`src/rtl/fetch_ctrl_pkg.sv`:
```
// Shared types and constants for the instruction fetch controller.
package fetch_ctrl_pkg;

  localparam int unsigned INSTR_W = 16;
  localparam int unsigned ADDR_W  = 16;
  localparam logic [ADDR_W-1:0] PC_INC = 16'd2;

  typedef enum logic [1:0] {
    S_FETCH = 2'd0,
    S_VALID = 2'd1,
    S_DRAIN = 2'd2,
    S_HALT  = 2'd3
  } fetch_state_e;

endpackage

```
`src/rtl/fetch_ctrl_if.sv`:
```
// Request/acknowledge instruction memory port.
interface fetch_ctrl_if;
  import fetch_ctrl_pkg::*;

  logic               mem_req;
  logic [ADDR_W-1:0]  mem_addr;
  logic               mem_ack;
  logic [INSTR_W-1:0] mem_rdata;

  modport master (output mem_req, output mem_addr, input mem_ack, input mem_rdata);
  modport slave  (input mem_req, input mem_addr, output mem_ack, output mem_rdata);

endinterface

```
`src/rtl/fetch_ctrl_fulladder16.sv`:
```
// 16-bit ripple-carry adder; carry-out is discarded so sums wrap modulo 2^16.
module fulladder16
  import fetch_ctrl_pkg::*;
(
  input  logic [ADDR_W-1:0] a,
  input  logic [ADDR_W-1:0] b,
  input  logic              ci,
  output logic [ADDR_W-1:0] s
);

  logic c;

  always_comb begin
    s = '0;
    c = ci;
    for (int unsigned i = 0; i < ADDR_W; i++) begin
      s[i] = a[i] ^ b[i] ^ c;
      c    = (a[i] & b[i]) | (c & (a[i] ^ b[i]));
    end
  end

endmodule

```
`src/rtl/fetch_ctrl.sv`:
```
// Instruction fetch sequencer: owns the PC, issues one memory request at a
// time, buffers the response for decode and handles redirect/halt.
module fetch_ctrl
  import fetch_ctrl_pkg::*;
#(
  parameter logic [ADDR_W-1:0] RESET_PC = 16'h0000
)
(
  input  logic               clk,
  input  logic               rst,
  fetch_ctrl_if.master       mem,
  input  logic               redirect_valid,
  input  logic [ADDR_W-1:0]  redirect_addr,
  input  logic               halt,
  input  logic               stall_d,
  output logic               instr_valid,
  output logic [INSTR_W-1:0] instr,
  output logic [ADDR_W-1:0]  instr_pc,
  output logic [ADDR_W-1:0]  pc_inc,
  output logic               err
);

  fetch_state_e       state_q, state_d;
  logic [ADDR_W-1:0]  pc_q, pc_d;
  logic [ADDR_W-1:0]  req_addr_q, req_addr_d;
  logic [INSTR_W-1:0] instr_q, instr_d;
  logic [ADDR_W-1:0]  instr_pc_q, instr_pc_d;
  logic [ADDR_W-1:0]  pc_inc_q, pc_inc_d;
  logic               squash_q, squash_d;
  logic               err_q, err_d;
  logic               mem_req_c;
  logic [ADDR_W-1:0]  inc_sum;

  fulladder16 u_inc (
    .a  (req_addr_q),
    .b  (PC_INC),
    .ci (1'b0),
    .s  (inc_sum)
  );

  // Request is masked while reset is held so a freshly reset FETCH state does not issue.
  assign mem_req_c    = rst && (state_q == S_FETCH || state_q == S_DRAIN);
  assign mem.mem_req  = mem_req_c;
  assign mem.mem_addr = req_addr_q;

  assign instr_valid = (state_q == S_VALID);
  assign instr       = instr_q;
  assign instr_pc    = instr_pc_q;
  assign pc_inc      = pc_inc_q;
  assign err         = err_q;

  always_comb begin
    state_d    = state_q;
    pc_d       = pc_q;
    req_addr_d = req_addr_q;
    instr_d    = instr_q;
    instr_pc_d = instr_pc_q;
    pc_inc_d   = pc_inc_q;
    squash_d   = squash_q;
    err_d      = err_q | (mem.mem_ack & ~mem_req_c) | (redirect_valid & redirect_addr[0]);

    case (state_q)
      S_FETCH: begin
        if (halt) begin
          state_d = mem.mem_ack ? S_HALT : S_DRAIN;
        end else if (redirect_valid) begin
          pc_d = redirect_addr;
          // A redirect coinciding with the ack re-requests immediately; otherwise the
          // in-flight response is marked for discard and mem_addr stays stable.
          if (mem.mem_ack) begin
            req_addr_d = redirect_addr;
            squash_d   = 1'b0;
          end else begin
            squash_d   = 1'b1;
          end
        end else if (mem.mem_ack) begin
          if (squash_q) begin
            squash_d   = 1'b0;
            req_addr_d = pc_q;
          end else begin
            instr_d    = mem.mem_rdata;
            instr_pc_d = req_addr_q;
            pc_inc_d   = inc_sum;
            state_d    = S_VALID;
          end
        end
      end
      S_VALID: begin
        if (halt) begin
          state_d = S_HALT;
        end else if (redirect_valid) begin
          pc_d       = redirect_addr;
          req_addr_d = redirect_addr;
          state_d    = S_FETCH;
        end else if (!stall_d) begin
          pc_d       = pc_inc_q;
          req_addr_d = pc_inc_q;
          state_d    = S_FETCH;
        end
      end
      S_DRAIN: begin
        if (mem.mem_ack) begin
          state_d = S_HALT;
        end
      end
      S_HALT: begin
      end
      default: begin
        state_d = S_HALT;
      end
    endcase
  end

  always_ff @(posedge clk) begin
    if (!rst) begin
      state_q    <= S_FETCH;
      pc_q       <= RESET_PC;
      req_addr_q <= RESET_PC;
      instr_q    <= '0;
      instr_pc_q <= '0;
      pc_inc_q   <= PC_INC;
      squash_q   <= 1'b0;
      err_q      <= 1'b0;
    end else begin
      state_q    <= state_d;
      pc_q       <= pc_d;
      req_addr_q <= req_addr_d;
      instr_q    <= instr_d;
      instr_pc_q <= instr_pc_d;
      pc_inc_q   <= pc_inc_d;
      squash_q   <= squash_d;
      err_q      <= err_d;
    end
  end

endmodule

```
`src/flat_wrapper.sv`:
```
// flat-port wrapper written by rule: the top's interface ports become plain ports
module fetch_ctrl_flat import fetch_ctrl_pkg::*;
#(
  parameter logic [ADDR_W-1:0] RESET_PC = 16'h0000
)
  (clk, rst, redirect_valid, redirect_addr, halt, stall_d, instr_valid, instr, instr_pc, pc_inc, err, mem_mem_req, mem_mem_addr, mem_mem_ack, mem_mem_rdata);
  fetch_ctrl_if mem_i ();
  input  logic clk;
  input  logic rst;
  input  logic redirect_valid;
  input  logic [ADDR_W-1:0] redirect_addr;
  input  logic halt;
  input  logic stall_d;
  output logic instr_valid;
  output logic [INSTR_W-1:0] instr;
  output logic [ADDR_W-1:0] instr_pc;
  output logic [ADDR_W-1:0] pc_inc;
  output logic err;
  output wire logic [$bits(mem_i.mem_req)-1:0] mem_mem_req;
  output wire logic [$bits(mem_i.mem_addr)-1:0] mem_mem_addr;
  input wire logic [$bits(mem_i.mem_ack)-1:0] mem_mem_ack;
  input wire logic [$bits(mem_i.mem_rdata)-1:0] mem_mem_rdata;
  assign mem_mem_req = mem_i.mem_req;
  assign mem_mem_addr = mem_i.mem_addr;
  assign mem_i.mem_ack = mem_mem_ack;
  assign mem_i.mem_rdata = mem_mem_rdata;
  fetch_ctrl #(.RESET_PC(RESET_PC)) u_core (.clk(clk), .rst(rst), .mem(mem_i), .redirect_valid(redirect_valid), .redirect_addr(redirect_addr), .halt(halt), .stall_d(stall_d), .instr_valid(instr_valid), .instr(instr), .instr_pc(instr_pc), .pc_inc(pc_inc), .err(err));
endmodule
```
`config.mk`:
```
export PLATFORM = sky130hd
export DESIGN_NAME = fetch_ctrl_flat
export DESIGN_NICKNAME = d
export VERILOG_FILES = /design/src/rtl/fetch_ctrl_pkg.sv /design/src/rtl/fetch_ctrl_if.sv /design/src/rtl/fetch_ctrl_fulladder16.sv /design/src/rtl/fetch_ctrl.sv /design/src/flat_wrapper.sv
export SDC_FILE = /design/constraint.sdc
export NUM_CORES = 1
export LEC_CHECK = 0
export ABC_AREA = 1
export CAP_MARGIN = 25
export CELL_PAD_IN_SITES_DETAIL_PLACEMENT = 0
export CELL_PAD_IN_SITES_GLOBAL_PLACEMENT = 2
export CORE_MARGIN = 3
export CORE_UTILIZATION = 39
export CTS_BUF_LIST = sky130_fd_sc_hd__clkbuf_4
export CTS_CLUSTER_DIAMETER = 100
export DETAILED_ROUTE_END_ITERATION = 10
export DONT_BUFFER_PORTS = 1
export PLACE_DENSITY_LB_ADDON = 0.15
export SYNTH_ARGS = -nofsm -noshare
export SYNTH_HDL_FRONTEND = slang
export SYNTH_SLANG_ARGS = --single-unit
```
`constraint.sdc`:
```
create_clock -name clk -period 7 [get_ports clk]
set_input_delay 1.05 -clock clk [delete_from_list [all_inputs] [get_ports clk]]
set_output_delay 1.05 -clock clk [all_outputs]
set_load 0.01 [all_outputs]
```
Word-level counts from Yosys, hierarchy flattened
Index checks and enable logic that the tools add are counted.
{"block": "word_totals", "output_inout_bits": 67, "register_bits": 84, "input_bits": 38}
{"block": "op_classes", "n_eq_ne": 13, "n_bitwise": 36, "n_reduce_logical": 11, "n_mux": 25}
{"cell": "$mux 16", "n": 10}
{"cell": "$pmux 16 s2", "n": 2}
{"cell": "$mux 2", "n": 8}
{"cell": "$and 1x1->1", "n": 15}
{"cell": "$xor 1x1->1", "n": 14}
{"cell": "$ne 3x3->1 const B", "n": 4}
{"cell": "$reduce_and 6->1", "n": 2}
{"cell": "$ne 2x2->1 const B", "n": 5}
{"cell": "$reduce_and 5->1", "n": 2}
{"cell": "$pmux 2 s3", "n": 1}
{"cell": "$not 1->1", "n": 5}
{"cell": "$mux 1", "n": 4}
{"cell": "$ne 4x4->1 const B", "n": 1}
{"cell": "$reduce_bool 2->1", "n": 2}
{"cell": "$ne 3x2->1 const B", "n": 1}
{"cell": "$reduce_and 3->1", "n": 1}
{"cell": "$reduce_bool 3->1", "n": 1}
{"cell": "$eq 2x1->1 const B", "n": 1}
{"cell": "$eq 2x2->1 const B", "n": 1}
{"cell": "$logic_not 2->1", "n": 1}
{"cell": "$or 1x1->1", "n": 2}
{"cell": "$logic_and 1x1->1", "n": 1}
{"cell": "$logic_or 1x1->1", "n": 1}

Depth between registers and ports, before layout
{"block": "depth", "depth_word": 14, "depth_mapped": 16, "depth_no_buf": 16}

Cells and area by module
From an unflattened synthesis, not the netlist that was laid out.
{"block": "unflattened", "hier_cells": 563, "hier_area_um2": 4041.4}
{"module": "fetch_ctrl", "cells_per_inst": 533, "n_inst": 1, "area_per_inst_um2": 3682.3}
{"module": "fulladder16", "cells_per_inst": 30, "n_inst": 1, "area_per_inst_um2": 359.1}

Worst setup path after synthesis
Ideal clock, no wire load.
{"block": "synth_timing", "path_kind": "flip-flop to flip-flop", "start": "register u_core.req_addr_q[1] (netlist: u_core.mem.mem_addr[1])", "end": "register u_core.pc_inc_q[15] (netlist: u_core.pc_inc[15])", "path_slack_ns": 3.956, "path_buffers": 0, "t_arrival_ns": 2.928, "stages_incl_launch_ff": 17, "synth_period_minus_slack_ns": 3.044, "required_ns": 6.884, "path_cell_list": "dfxtp_1 ha_1 ha_1 ha_1 ha_1 ha_1 ha_1 ha_1 ha_1 ha_1 ha_1 ha_1 ha_1 ha_1 xor2_1 o21ai_0 nor2_1"}
{"block": "synth_between", "elab_chain_len": 14}
{"item": "start, declared", "line": "fetch_ctrl.sv:25", "text": "logic [ADDR_W-1:0] req_addr_q, req_addr_d;"}
{"item": "start signal, assigned", "line": "fetch_ctrl.sv:127", "text": "req_addr_q <= req_addr_d;"}
{"item": "$and 1x1->1 (13 in series)", "line": "fetch_ctrl_fulladder16.sv:18", "text": "c = (a[i] & b[i]) | (c & (a[i] ^ b[i]));"}
{"item": "$xor 1x1->1", "line": "fetch_ctrl_fulladder16.sv:17", "text": "s[i] = a[i] ^ b[i] ^ c;"}
{"item": "end signal, assigned", "line": "fetch_ctrl.sv:130", "text": "pc_inc_q <= pc_inc_d;"}
{"item": "end, declared", "line": "fetch_ctrl.sv:28", "text": "logic [ADDR_W-1:0] pc_inc_q, pc_inc_d;"}
Every way passes these cells.
A chain may end at the register's enable or synchronous reset.

Worst setup path after layout
Ends and elaborated chain as after synthesis.

==> impl_metrics.tcl <==
set metrics [dict create \
    status "completed" \
    post-route-period-util_pct 46.3 \
    overflow 0 \
    vias_per_cell 5.01 \
    post_cts_buffers 0 \
    tns_ns 0 \
    synth_flop_cell "dfxtp_1" \
    dr.pass1.iters 4 \
    netlist_top_cells_area "dfxtp_1 (43%), nor2_1 (11%), o21ai_0 (8.7%), nand2_1 (6.8%), ha_1 (5.5%)" \
    cts.sinks 83 \
    setup_violations 0 \
    crit_type "reg -> reg" \
    relSlewSlack_pct 59.3 \
    synth-edff-count 0 \
    start_util_pct 40.9 \
    seqPwrFrac_pct 50.6 \
    antenna_found_initial 0 \
    path_cells "ha_1 -> ha_1 -> ha_1 -> ha_1 -> ha_1 -> ha_1 -> ha_1 -> ha_1 -> ha_1 -> ha_1 -> ha_1 -> ha_1 -> ha_1 -> xor2_1 -> o21ai_0 -> nor2_1" \
    syn2layout_area_growth_pct 2.14 \
    drc 0 \
    grt_max_degree 83 \
    synth_top_cell_area_share_pct 43.1 \
    p_comb_share_pct 31.1 \
    synthArstFlopShare_pct 0 \
    num_antenna_cells 0 \
    fin_area_um2 3930 \
    drt-initial-drc-count 216 \
    min-delay-path-class "reg -> reg" \
    utilization_pct 41.8 \
    grt_pass1_vias 2977 \
    max_freq_mhz 308 \
    wl_per_cell_um 15.8 \
    die_area_um2 11100 \
    die_h_um 105 \
    slowest_stage "dfxtp_1" \
    die_w_um 105 \
    start_kind "flop" \
    ir_worst_vdd_uv 120 \
    cp_max_fo 4 \
    grt.total_usage_pct 18.2 \
    cts_buffers 9 \
    layout-drive-gt1-share_pct 5.93 \
    p_sw_share_pct 42.3 \
    cts_resized 0 \
    critPathCaptureType "flop" \
    reg2reg_slack_ns 3.76 \
    synth_seq_cells 83 \
    cts_buffer_depth 2 \
    num_rows 35 \
    synth.net_count 578 \
    design.portCount 105 \
    tightest_slew_ns 0.610 \
    fin_skew_ns 0.0124 \
    ys_warn_count 0 \
    slowest_delay_ns 0.39 \
    dp_hpwl_um 6560 \
    ys_seq_area_share_pct 43.1 \
    power_density_nw_per_um2 355 \
    cts_max_level 3 \
    cp_data_required_time_ns 7.33 \
    fin_ws_ns 3.76 \
    power.total_w 0.00140 \
    hold_violations 0 \
    crit_arrival_ns 3.57 \
    ys_types 26 \
    fin_nets 556 \
    ctsHoldBuffers 0 \
    dpl_cell_area_um2 3790 \
    period_minus_slack_ns 3.24 \
    slew_violations 0 \
    clkPwrFrac_pct 18.3 \
    intPower_w 0.000806 \
    clock_latency_ns 0.43 \
    vias 3179 \
    pre_cts_slack_ns 3.76 \
    syn_avg_cell_area_um2 7.36 \
    rsz0062_at_grt "no" \
    grt_pass1_wl_um 16300 \
    root_buffer "clkbuf_4" \
    clk_pin_slew_ns 0.14 \
    gp_congestion 0.792 \
    cts_tree "done" \
    port_buffers 0 \
    post-synth-top-area-cell "dfxtp_1" \
    core-area_um2 9420 \
    synth_cells 523 \
    power_switching_w 0.000592 \
    p_leak_nw 1.71 \
    postRouteAntennaNets 0 \
    routed_wl_um 10100 \
    synthesis.area_um2 3850 \
    cpMostUsedCell "ha_1" \
    cap_viol_max_count 0 \
]
[per-stage QoR]
step                std cells  hold slack [ns]
floorplan                 523            0.445
global placement          618            0.463
detailed placement        618            0.476
CTS                       634            0.503
global route              635            0.536
finish                    635            0.499
[layer usage]
layer | track usage (%) | share of wire [%] | vias up
li1 | - | - | 1648
met2 | 26.8 | 43 | 82
met4 | 6.37 | 1.3 | 0
met5 | 0 | 0 | -
met3 | 4.96 | 7.0 | 9
met1 | 25.4 | 49 | 1440
[worst max-delay path: cells and delay by family, from the launching register on]
family,cells,cell delay (ns)
xor gates and xnor gates,1,0.13
and+or+nand+nor,1,0.05
DFF,1,0.39
adders and majority gates,13,2.40
AOI/OAI and AO/OA,1,0.16
[power groups by stage]
| stage | Sequential, W | Combinational (W) | Clock (W) |
|---|---|---|---|
| floorplan | 0.000685 | 0.000389 | 0 |
| CTS | 0.000710 | 0.000440 | 0.000272 |
| detailed placement | 0.000720 | 0.000438 | 0 |
| finish | 0.000707 | 0.000435 | 0.000256 |
| global placement | 0.000719 | 0.000434 | 0 |
| global route | 0.000723 | 0.000516 | 0.000288 |
[cell families (layout without fill, tap and decap cells)]
kind of cell | Yosys count | after routing | share of synthesized area (%)
AND/OR/NAND/NOR | 213 | 213 | 23.1
AO/OA/AOI/OAI | 133 | 133 | 18.3
flip-flops | 83 | 83 | 43.1
buffers and inverters | 76 | 59 | 9.75
adder cells (fa/ha/maj) | 17 | 17 | 5.52
XOR/XNOR | 1 | 1 | 0.227
[cell usage in the layout, fill, tap and decap left out, drive strengths merged]
master / synthesis / routed
nand3: 19 / 19
nor2: 120 / 120
buf: 22 / 1
clkinv: 0 / 3
clkbuf: 12 / 9
o21ai: 83 / 83
a21oi: 35 / 35
ha: 17 / 17
inv: 42 / 44
nand4: 1 / 1
o211ai: 14 / 14
a211oi: 1 / 1
clkinvlp: 0 / 2
xor2: 1 / 1
nand2: 73 / 73
dfxtp: 83 / 83
[registers in the layout, indices dropped and copies added (netlist names)]
register,flops
u_core.err,1
u_core.state_q,2
u_core.instr_pc,16
u_core.pc_q,16
u_core.instr,16
u_core.pc_inc,15
u_core.squash_q,1
u_core.mem.mem_addr,16
[worst paths after layout]
check	startpoint	to	cells past startpoint
min	u_core.squash_q$_SDFFE_PN0P_	u_core.squash_q$_SDFFE_PN0P_	2
max	u_core.mem.mem_addr[1]$_SDFFE_PN0P_	u_core.pc_inc[15]$_SDFFE_PN0P_	16
max reg2reg	u_core.mem.mem_addr[1]$_SDFFE_PN0P_	u_core.pc_inc[15]$_SDFFE_PN0P_	16
min reg2reg	u_core.squash_q$_SDFFE_PN0P_	u_core.squash_q$_SDFFE_PN0P_	2
[layout make-up]
cell class                      instances  area (µm²)
Timing Repair Buffer                    1        20.0
Tap cell                              129         161
Inverter                               42         158
Fill cell                            1024        5480
Multi-Input combinational cell        364        1810
Clock inverter                          7        51.3
Sequential cell                        83        1660
Clock buffer                            9        67.6
[synthesized netlist by cell type, types with 2 or more instances]
master	count
a21oi_1	35
buf_1	3
buf_2	6
buf_4	4
buf_6	9
clkbuf_1	12
dfxtp_1	83
ha_1	17
inv_1	38
inv_2	4
nand2_1	70
nand2_4	2
nand3_1	17
nor2_1	116
nor2_2	2
o211ai_1	14
o21ai_0	67
o21ai_1	16
(Power assumes the default switching activity.)
